==> src/rtl/usb_tx_serializer.sv <==
// Byte-to-bit serializer for the USB full-speed transmit path: shifts packet bytes out LSB-first,
// appends CRC16 on request and sequences the downstream NRZI encoder's reset/done handshake.
module usb_tx_serializer #(
    parameter logic [15:0] CRC_INIT = 16'hFFFF,
    parameter logic [15:0] CRC_POLY = 16'h8005
) (
    input  logic       clk48,
    input  logic       reset,
    input  logic [7:0] tx_data,
    input  logic       tx_valid,
    input  logic       tx_last,
    input  logic       crc16_en,
    output logic       tx_ready,
    output logic       bit_out,
    output logic       last_bit,
    input  logic       bit_ack,
    output logic       enc_reset,
    input  logic       enc_done,
    output logic       busy,
    output logic       pkt_done,
    output logic       err_underrun
);

    typedef enum logic [2:0] {
        StIdle, StPid, StData, StCrc, StAbort, StWaitDone
    } state_e;

    state_e      state_q, state_d;
    logic [7:0]  shift_q, shift_d;
    logic [7:0]  next_q, next_d;
    logic [2:0]  bit_idx_q, bit_idx_d;
    logic        next_valid_q, next_valid_d;
    logic        last_taken_q, last_taken_d;
    logic        crc_en_q, crc_en_d;
    logic [15:0] crc_q, crc_d;
    logic [3:0]  crc_idx_q, crc_idx_d;
    logic        enc_reset_q, enc_reset_d;
    logic        busy_q, busy_d;
    logic        pkt_done_q, pkt_done_d;
    logic        err_q, err_d;
    logic        in_byte, accept, fb;

    always_comb begin
        in_byte  = (state_q == StPid) || (state_q == StData);
        tx_ready = !reset && ((state_q == StIdle) ||
                              (in_byte && !next_valid_q && !last_taken_q));
        accept   = tx_valid && tx_ready;
        case (state_q)
            StPid, StData: bit_out = shift_q[bit_idx_q];
            StCrc:         bit_out = ~crc_q[15];
            default:       bit_out = 1'b1;
        endcase
        fb       = bit_out ^ crc_q[15];
        last_bit = (in_byte && (bit_idx_q == 3'd7) && last_taken_q && !next_valid_q && !crc_en_q)
                || ((state_q == StCrc) && (crc_idx_q == 4'd15))
                || (state_q == StAbort);
    end

    always_comb begin
        state_d      = state_q;
        shift_d      = shift_q;
        next_d       = next_q;
        bit_idx_d    = bit_idx_q;
        next_valid_d = next_valid_q;
        last_taken_d = last_taken_q;
        crc_en_d     = crc_en_q;
        crc_d        = crc_q;
        crc_idx_d    = crc_idx_q;
        enc_reset_d  = enc_reset_q;
        busy_d       = busy_q;
        pkt_done_d   = 1'b0;
        err_d        = err_q;
        case (state_q)
            StIdle: begin
                if (accept) begin
                    shift_d      = tx_data;
                    crc_en_d     = crc16_en;
                    last_taken_d = tx_last;
                    bit_idx_d    = 3'd0;
                    crc_d        = CRC_INIT;
                    err_d        = 1'b0;
                    busy_d       = 1'b1;
                    state_d      = StPid;
                end
            end
            StPid, StData: begin
                // Release the encoder one cycle after the PID is taken so its reset spans >=2 cycles
                enc_reset_d = 1'b0;
                if (accept) begin
                    next_d       = tx_data;
                    next_valid_d = 1'b1;
                    last_taken_d = tx_last;
                end
                if (bit_ack) begin
                    if ((state_q == StData) && crc_en_q) begin
                        crc_d = {crc_q[14:0], 1'b0} ^ (fb ? CRC_POLY : 16'h0000);
                    end
                    bit_idx_d = bit_idx_q + 3'd1;
                    if (bit_idx_q == 3'd7) begin
                        if (last_taken_q && !next_valid_q) begin
                            crc_idx_d = 4'd0;
                            state_d   = crc_en_q ? StCrc : StWaitDone;
                        end else if (next_valid_q) begin
                            shift_d      = next_q;
                            next_valid_d = 1'b0;
                            state_d      = StData;
                        end else if (accept) begin
                            // Byte arriving on the boundary cycle skips the holding register
                            shift_d      = tx_data;
                            next_valid_d = 1'b0;
                            state_d      = StData;
                        end else begin
                            err_d   = 1'b1;
                            state_d = StAbort;
                        end
                    end
                end
            end
            StCrc: begin
                if (bit_ack) begin
                    crc_d     = {crc_q[14:0], 1'b0};
                    crc_idx_d = crc_idx_q + 4'd1;
                    if (crc_idx_q == 4'd15) begin
                        state_d = StWaitDone;
                    end
                end
            end
            StAbort: begin
                if (bit_ack) begin
                    state_d = StWaitDone;
                end
            end
            StWaitDone: begin
                if (enc_done) begin
                    enc_reset_d = 1'b1;
                    pkt_done_d  = 1'b1;
                    busy_d      = 1'b0;
                    state_d     = StIdle;
                end
            end
            default: state_d = StIdle;
        endcase
    end

    always_ff @(posedge clk48 or posedge reset) begin
        if (reset) begin
            state_q      <= StIdle;
            shift_q      <= 8'h00;
            next_q       <= 8'h00;
            bit_idx_q    <= 3'd0;
            next_valid_q <= 1'b0;
            last_taken_q <= 1'b0;
            crc_en_q     <= 1'b0;
            crc_q        <= CRC_INIT;
            crc_idx_q    <= 4'd0;
            enc_reset_q  <= 1'b1;
            busy_q       <= 1'b0;
            pkt_done_q   <= 1'b0;
            err_q        <= 1'b0;
        end else begin
            state_q      <= state_d;
            shift_q      <= shift_d;
            next_q       <= next_d;
            bit_idx_q    <= bit_idx_d;
            next_valid_q <= next_valid_d;
            last_taken_q <= last_taken_d;
            crc_en_q     <= crc_en_d;
            crc_q        <= crc_d;
            crc_idx_q    <= crc_idx_d;
            enc_reset_q  <= enc_reset_d;
            busy_q       <= busy_d;
            pkt_done_q   <= pkt_done_d;
            err_q        <= err_d;
        end
    end

    assign enc_reset    = enc_reset_q;
    assign busy         = busy_q;
    assign pkt_done     = pkt_done_q;
    assign err_underrun = err_q;

endmodule

==> config.mk <==
export PLATFORM = sky130hd
export DESIGN_NAME = usb_tx_serializer
export DESIGN_NICKNAME = d
export VERILOG_FILES = /design/src/rtl/usb_tx_serializer.sv
export SDC_FILE = /design/constraint.sdc
export NUM_CORES = 1
export LEC_CHECK = 0
export ABC_AREA = 0
export BUFFER_PORTS_ARGS = -buffer_cell sky130_fd_sc_hd__buf_4
export CORE_MARGIN = 10
export CORE_UTILIZATION = 30
export DETAILED_ROUTE_END_ITERATION = 6
export PLACE_DENSITY_LB_ADDON = 0.2
export SKIP_CTS_REPAIR_TIMING = 1
export SLEW_MARGIN = 20
export SYNTH_ARGS = -nofsm -noshare
export SYNTH_HDL_FRONTEND = slang
export SYNTH_SLANG_ARGS = --single-unit
==> constraint.sdc <==
create_clock -name clk48 -period 1.8 [get_ports clk48]
set_input_delay 0.36 -clock clk48 [delete_from_list [all_inputs] [get_ports clk48]]
set_output_delay 0.36 -clock clk48 [all_outputs]
set_load 0.05 [all_outputs]
* Word-level counts from Yosys, hierarchy flattened *
Cells that the tools add are included.

operators by class
  order comparisons = 1
  shift operators = 0
  reduce and logical (&&, ||, !) cells = 38
  multiplexer cells = 55
  divide/modulo/power cells = 0
  equality and inequality tests = 19
  add/sub/neg operators = 2
  bitwise gates (word level) = 3
  $mul = 0

operators by type and width
  cell                 count
  $mux 16              5
  $pmux 16 s3          1
  $mux 8               5
  $mux 3               13
  $ne 2x2->1 const B   11
  $mux 1               18
  $mux 4               4
  $pmux 8 s2           1
  $xor 16x16->16       1
  $pmux 3 s5           1
  $reduce_and 7->1     2
  $logic_and 1x1->1    11
  $reduce_and 5->1     2
  $eq 3x3->1 const B   3
  $pmux 1 s2           4
  $pmux 4 s2           1
  $reduce_and 2->1     4
  $reduce_bool 2->1    4
  $eq 3x2->1 const B   2
  $pmux 3 s2           1
  $reduce_and 3->1     2
  $add 4x1->4 const B  1
  $eq 4x4->1 const B   1
  $logic_not 1->1      4
  13 further kinds     16

word-level totals
  RAM bits = 0
  register bits after elaboration = 49
  memories kept = 0
  bits in read-only memories = 0
  input port bits = 15
  logic and storage cells = 131
  output and inout bits = 7
  latch bits = 0

* Depth between registers and ports, before layout *
Gate-level depths: netlist (run 1).

  word-level depth = 13
  mapped depth = 8
  gate-level depth less buffers = 7

* Least setup slack after synthesis (run 1) *
OpenSTA, ideal clock, no wires.

  path kind = reg2out
  start = register bit_idx_q[1]
  end = output port last_bit
  data required time = 1440 ps
  setup slack = -309 ps
  arrival = 1749 ps
  stages on the path, launching flop included = 6
  path buffers = 0
  cells stage by stage = dfrtp_1 -> ha_1 -> ha_1 -> and3b_1 -> a22oi_1 -> o22ai_1

between the ends
  cells in the longest elaborated chain, start to end = 7

ends and longest elaborated chain
  element                         line  RTL
  start, declared                 31    logic [2:0] bit_idx_q, bit_idx_d;
  start signal, assigned          164   bit_idx_q <= bit_idx_d;
  $eq 3x3->1                      54    last_bit = (in_byte && (bit_idx_q == 3'd7) && last_taken_q && !next_valid_q && !crc_en_q)
  $logic_and 1x1->1 (4 in a row)  54
  $logic_or 1x1->1                55    || ((state_q == StCrc) && (crc_idx_q == 4'd15))
  $logic_or 1x1->1                56    || (state_q == StAbort);
  end, declared                   15    output logic last_bit,

Every way passes these cells.

* Worst setup path after layout (run 1) *
  start = register bit_idx_q[0]
  end = output port bit_out

between the ends
  cells in the longest elaborated chain, start to end = 3

ends and longest elaborated chain
  element                       line  RTL
  $bmux 1 s3                    49    StPid, StData: bit_out = shift_q[bit_idx_q];
  $mux 1 (implied by the code)  49
  $pmux 1 s2                    48    case (state_q)
  end, declared                 14    output logic bit_out,

Every way passes these cells. The select of a mux whose other input is x is not followed.

==> results.toml, run 1 <==
[routing]
drtIter0Drc = 71
top_layer = "met4"
met1_length_um = 3030
detail_route.wl_per_cell_um = 14.66
drc_errors = 0
firstDrtPassIters = 4
viasPerCell = 4.884
wl_met3_um = 186
totalWireLength_um = 6436
ant_nets = 0
via_count = 2144
wl_met2_um = 3116

[grt]
grt_max_degree = 50
grt_pass1_vias = 2130
track_usage_pct = 9.894
grt_pass1_wl_um = 10380
grt-ovfl-total = 0
antenna_found_initial = 0

[clocking]
cts_tree = "built"
cts_buffer_depth = 2
cts_buffers = 5
cts_sinks = 49
htree_levels = 2
clkSlewWorstSetupHoldPaths_ns = 0.10
cts_root_buf = "clkbuf_8"
clk_latency_ns = 0.31

[synthesis]
netlist_instances = 260
synth_nets = 278
synth.avg_cell_area_um2 = 9.543
synth_seq_area_share_pct = 50.28
yosys_warnings = 0
synthFlopType = "dfrtp_1"
syn_area_um2 = 2481
synth_cell_types = 50
synth_edf_count = 0
synth-async-reset-ratio_pct = 100.0
ys_seq_elements = 49

[timing]
finalCritPeriodShare_pct = 124.4
drv_slew = 0
finClkSkew_ns = 0.01437
max_freq_mhz = 446.7
hold-worst-slack_ns = 0.1149
worstMarginPinSlew_ns = 0.4332
period_minus_slack_ns = 2.239
fin_setup_tns_ns = -1.983
layout_setup_ws_ns = -0.4385
slew_headroom_pct = 70.99
finalSetupViolations = 18
grt_setup_unrepaired = "yes"
final_hold_viol_count = 0

[floorplanning]
die_h_um = 110.9
start_util_pct = 30.50
rows = 33
dieArea_um2 = 12310
core-area_um2 = 8134
fp.dieW_um = 110.9
ioPinCount = 22

[critical_path]
crit_type = "flop to output port"
ff2ff_path_depth = 9
worstPathRequired_ns = 1.44
startpoint_type = "flop"
rr_startpoint = "bit_idx_q[0]$_DFFE_PP0P_"
reg2reg_to = "crc_idx_q[1]$_DFFE_PP0P_"
crit_path_start = "bit_idx_q[0]$_DFFE_PP0P_"
r2r_setup_slack_ns = -0.13
critPathArrivalTime_ns = 1.88
crit_fanout = 4
cp-end-kind = "output port"

[hold_path]
hold_path.class = "input pin to asynchronous set/reset pin"

[pwr]
power_density_nw_per_um2 = 1869
peakVddDrop_v = 0.0006846
leakage_uw = 0.001546

[placement]
dp_hpwl_um = 4325
post-place-ws_ns = -0.2081
place.gp.congestion = 0.8053
port-buffer-count = 21

[outcome]
violations = "negative setup slack"
outcome = "finished, violations left"

[cells_and_area]
layout_common_cells = "buf_4, nor2_1, nand2_1, dfrtp_1, a21oi_1"
multi_input_area_um2 = 1386
ff_latch_area_um2 = 1252
nNetsFinal = 351
n_antenna_cell = 0
n_fill_cell = 797
layout-drive-gt1-share_pct = 47.60
final_common_cell = "buf_4"
syn_to_final_growth_pct = 44.13

[job]
max_cap_violations = 0
==> critical path, cell delays in order, from the launching register on <==
cell and delay, ns:
dfrtp_2 0.41, mux4_2 0.53, mux2i_4 0.22, nor2_1 0.06
o21ai_1 0.14, nand2_2 0.07, buf_6 0.15
==> where the power goes <==
part / internal [µW] / switching, µW
Sequential: 1680 / 327
Combinational: 1980 / 1980
Clock: 313 / 396
==> synthesized netlist by cell type (2+ instances only) <==
library cell  number  area share, %
nand3_1           14            2.8
buf_1              3           0.45
dfstp_2           17             18
or3_1              2           0.50
a32o_1             4            1.6
maj3_1             2           0.81
a21o_1             2           0.60
inv_2              2           0.30
dfrtp_1           32             32
clkbuf_1           4           0.60
o211ai_1           2           0.60
o22ai_1            9            2.3
xnor2_1            2           0.71
nor3b_1            2           0.60
inv_1              8            1.2
nor3_1             2           0.40
o21ai_0           11            2.2
buf_2              6            1.2
o21a_1             3           0.91
nor2_1            40            6.1
mux2_2             2           0.91
nand2_1           30            4.5
a21oi_1           19            3.8
a2bb2oi_1          8            2.8
nor2b_1            4            1.0
mux4_1             2            2.1
o31ai_1            3           0.91
ha_1               3            1.5
==> through the flow <==
| step | cell area [µm²] | power (µW) | instances | utilization (%) |
|---|---|---|---|---|
| after floorplan | 2490 | 3945 | 260 | - |
| after global placement | 3092 | 5180 | 420 | 38.01 |
| after detailed placement | 3092 | 5197 | 420 | 38.01 |
| after CTS | 3188 | 5929 | 428 | 39.19 |
| after global routing | 3576 | 7179 | 439 | 43.96 |
| final | 3576 | 6682 | 439 | 43.96 |
==> registers in the layout (all words and copies together), names as in the netlist <==
signal	flops
bit_idx_q	3
busy	1
crc_en_q	1
crc_idx_q	4
crc_q	16
enc_reset	1
err_underrun	1
last_taken_q	1
next_q	8
next_valid_q	1
pkt_done	1
shift_q	8
state_q	3
==> area by class of cell <==
cell class	count	area share [%]
multi-input combinational	187	38.77
sequential	49	35.02
timing repair buffer	80	18.79
tap	105	3.674
clock buffer	6	2.309
inverter	10	1.050
clock inverter	2	0.3849
==> worst max path at each step <==
stage                          to  slack (ns)
after floorplan           bit_out       -0.07
after global placement    bit_out       -0.17
after detailed placement  bit_out       -0.21
after CTS                 bit_out       -0.55
after global routing      bit_out       -0.51
final                     bit_out       -0.44
==> layer usage <==
| metal | up-vias | GRT usage, % |
|---|---|---|
| li1 | 1068 | - |
| met1 | 1046 | 12.24 |
| met2 | 23 | 16.35 |
| met3 | 7 | 2.219 |
| met4 | 0 | 3.646 |
| met5 | - | 0 |
==> cells by family (layout without fill, tap and decap cells) <==
family	after synthesis	count (layout)	synth area share, %
DFF	49	49	50.28
buffers and inverters	24	98	4.085
adders and majority gates	5	5	2.320
muxes	7	7	4.791
AOI/OAI and AO/OA	74	74	20.42
and+or+nand+nor	99	99	17.40
xor gates and xnor gates	2	2	0.7061
No activity file was read; power rests on OpenSTA's default activity.
==> inputs of run 2 (changes only) <==
--- a/config.mk
+++ b/config.mk
@@ -5,14 +5,15 @@
 export SDC_FILE = /design/constraint.sdc
 export NUM_CORES = 1
 export LEC_CHECK = 0
-export ABC_AREA = 0
+export ABC_AREA = 1
 export BUFFER_PORTS_ARGS = -buffer_cell sky130_fd_sc_hd__buf_4
 export CORE_MARGIN = 10
 export CORE_UTILIZATION = 30
+export CTS_BUF_LIST = sky130_fd_sc_hd__clkbuf_4 sky130_fd_sc_hd__clkbuf_8
 export DETAILED_ROUTE_END_ITERATION = 6
 export PLACE_DENSITY_LB_ADDON = 0.2
 export SKIP_CTS_REPAIR_TIMING = 1
-export SLEW_MARGIN = 20
+export SLEW_MARGIN = 25
 export SYNTH_ARGS = -nofsm -noshare
 export SYNTH_HDL_FRONTEND = slang
 export SYNTH_SLANG_ARGS = --single-unit
==> run 2 against run 1 <==
The flow still finishes with violations (negative setup slack). Synthesized area is 0.20% lower. Cell count rose by 2.5%. Combinational power is 24% lower. Clock-buffer cell count grew 1. Largest cell class is now sequential cells. Highest routed layer unchanged.
==> results.toml, run 2 <==
[routing]
drc_errors = 0
ant_nets = 0
firstDrtPassIters = 4
drtIter0Drc = 108
viasPerCell = 4.560
detail_route.wl_per_cell_um = 12.80
totalWireLength_um = 5758
via_count = 2052

[synthesis]
muxShareOfSynthArea_pct = 0
synth_nets = 310
synth_edf_count = 0
synth_cell_types = 32
synthSimpleGateAreaFrac_pct = 21.73
synthAdderAreaFrac_pct = 1.516
yosysTopAreaCell = "dfrtp_1"
synth.most_common_cell = "nand2_1"
synth.avg_cell_area_um2 = 8.480
ys_seq_elements = 49
synth_xor_area_share_pct = 0
synth-async-reset-ratio_pct = 100.0
synth_seq_area_share_pct = 50.38
synth_top_family_by_area = "simple AND/OR/NAND/NOR gates"
yosys_warnings = 0
netlist_instances = 292
synth_common_cells = "nand2_1, inv_1, dfrtp_1, o21ai_0, nand3_1"
netlist_top_cells_area = "dfrtp_1, dfstp_2, nand2_1"
synth-compound-area-share_pct = 16.47
syn_area_um2 = 2476
synthFlopType = "dfrtp_1"
synth_top_area_share_pct = 32.34

[placement]
place_area_um2 = 2890
dp_hpwl_um = 4172
place.gp.congestion = 0.8185
port-buffer-count = 21

[cells_and_area]
n_fill_cell = 826
nNetsFinal = 362
layout_common_cells = "nand2_1, buf_4, inv_1"
largest-register = "crc_q"
largest_reg_flops = 16
design_area_um2 = 3219
multi_input_area_um2 = 1095
layout-drive-gt1-share_pct = 33.62
ff_latch_area_um2 = 1250
top_regs = "crc_q: 16 flops, next_q: 8 flops, shift_q: 8 flops"
syn_to_final_growth_pct = 30.02
final_common_cell = "nand2_1"
n_antenna_cell = 0

[critical_path]
crit_type = "flop to output port"
cp-end-kind = "output port"
critPathArrivalTime_ns = 1.50
startpoint_type = "flop"
crit_fanout = 4
worstPathRequired_ns = 1.44

[pwr]
combPwrFrac_pct = 54.4
pwr-share-seq_pct = 30.6
intPower_uw = 3113
leakage_uw = 0.001611
power_frac_clock_pct = 15.1
switching_share_pct = 43.61
switchingPower_uw = 2407
peakVddDrop_v = 0.0006396
power_density_nw_per_um2 = 1715

[timing]
worstMarginPinSlew_ns = 0.3747
period_minus_slack_ns = 1.859
finalCritPeriodShare_pct = 103.3
grt_setup_unrepaired = "yes"
max_freq_mhz = 537.9
slew_headroom_pct = 74.93
final_hold_viol_count = 0
finalSetupViolations = 4
finClkSkew_ns = 0.008331
layout_setup_ws_ns = -0.05919
drv_slew = 0
hold-worst-slack_ns = 0.1003

[floorplanning]
die_h_um = 110.9
core-area_um2 = 8134
fp.dieW_um = 110.9
rows = 33
start_util_pct = 30.44
dieArea_um2 = 12290
ioPinCount = 22

[clocking]
cts_tree = "built"
cts_sinks = 49
htree_levels = 2
clk_latency_ns = 0.30
cts_buffers = 5
clkSlewWorstSetupHoldPaths_ns = 0.09
cts_root_buf = "clkbuf_8"
cts_buffer_depth = 2

[grt]
grt_max_degree = 50
grt_pass1_wl_um = 9660
grt_pass1_vias = 2037
antenna_found_initial = 0
grt-ovfl-total = 0
track_usage_pct = 9.102

[hold_path]
hold_path.class = "input pin to asynchronous set/reset pin"

[outcome]
violations = "negative setup slack"
outcome = "finished, violations left"

[job]
max_cap_violations = 0
## run 2: changes by cell type after synthesis, sizes merged, moves of 8 or more
cell	before	now
inv	10	54
nand2	30	65
nor2	40	15
o21ai	12	33
a21oi	20	5
a22oi	1	14
a2bb2oi	8	0
## run 2: cell type report
type	instances	share of cell area [%]
sequential	49	38.83
multi-input combinational	183	34.01
timing repair buffer	50	12.75
inverter	54	6.374
tap	105	4.081
clock buffer	7	2.798
clock inverter	1	0.9328
timing repair inverter	1	0.2332
## run 2: final timing paths
path | from | endpoint | slack (ns) | cells past startpoint
min | reset | shift_q[0]$_DFFE_PP0P_ | 0.10 | 3
min in group clk48 | tx_last | last_taken_q$_DFFE_PP0P_ | 0.25 | 3
max reg2reg | state_q[1]$_DFFE_PP0P_ | shift_q[4]$_DFFE_PP0P_ | -0.01 | 11
min reg2reg | enc_reset$_DFFE_PP1P_ | enc_reset$_DFFE_PP1P_ | 0.47 | 2
max in group asynchronous | reset | crc_q[15]$_DFFE_PP1P_ | 1.39 | 3
max | next_valid_q$_DFFE_PP0N_ | last_bit | -0.06 | 6
## run 2: worst max-delay path: stages (launching register included)
cell     delay [ns]
dfrtp_1        0.43
inv_1          0.11
nand2_1        0.14
nor2_2         0.17
nand3_2        0.09
nand3_2        0.11
buf_8          0.15
## run 2: stage by stage
stage | power, µW | util [%] | instances | setup WS (ns) | setup TNS (ns)
detailed placement | 4221 | 35.53 | 432 | 0.05482 | 0
CTS | 5076 | 37.01 | 440 | -0.2245 | -0.5212
global route | 5981 | 39.58 | 450 | -0.1326 | -1.541
finish | 5520 | 39.58 | 450 | -0.05919 | -0.1155
global placement | 4242 | 35.53 | 432 | 0.05556 | 0
floorplan | 3429 | - | 292 | 0.002216 | 0
## run 2: logic make-up (layout without fill, tap and decap cells)
logic type / after synthesis / count (layout)
buffers and inverters: 60 / 113
AO/OA/AOI/OAI: 67 / 67
adder cells (fa/ha/maj): 3 / 3
AND/OR/NAND/NOR: 113 / 113
flip-flops: 49 / 49
## run 2: routing by layer
metal  up-vias  track usage [%]  wire (µm)
li1       1068                -          -
met1       948            13.04       3046
met2        31            13.13       2472
met3         5            1.948        171
met4         0            2.865         68
met5         -                0          0
## run 2: power groups by stage
stage	Combinational, µW	Clock, µW	Sequential [µW]
after floorplan	1670	0	1760
after global placement	2550	0	1690
after detailed placement	2540	0	1680
after CTS	2550	861	1670
after global routing	3350	901	1730
final	3000	832	1690
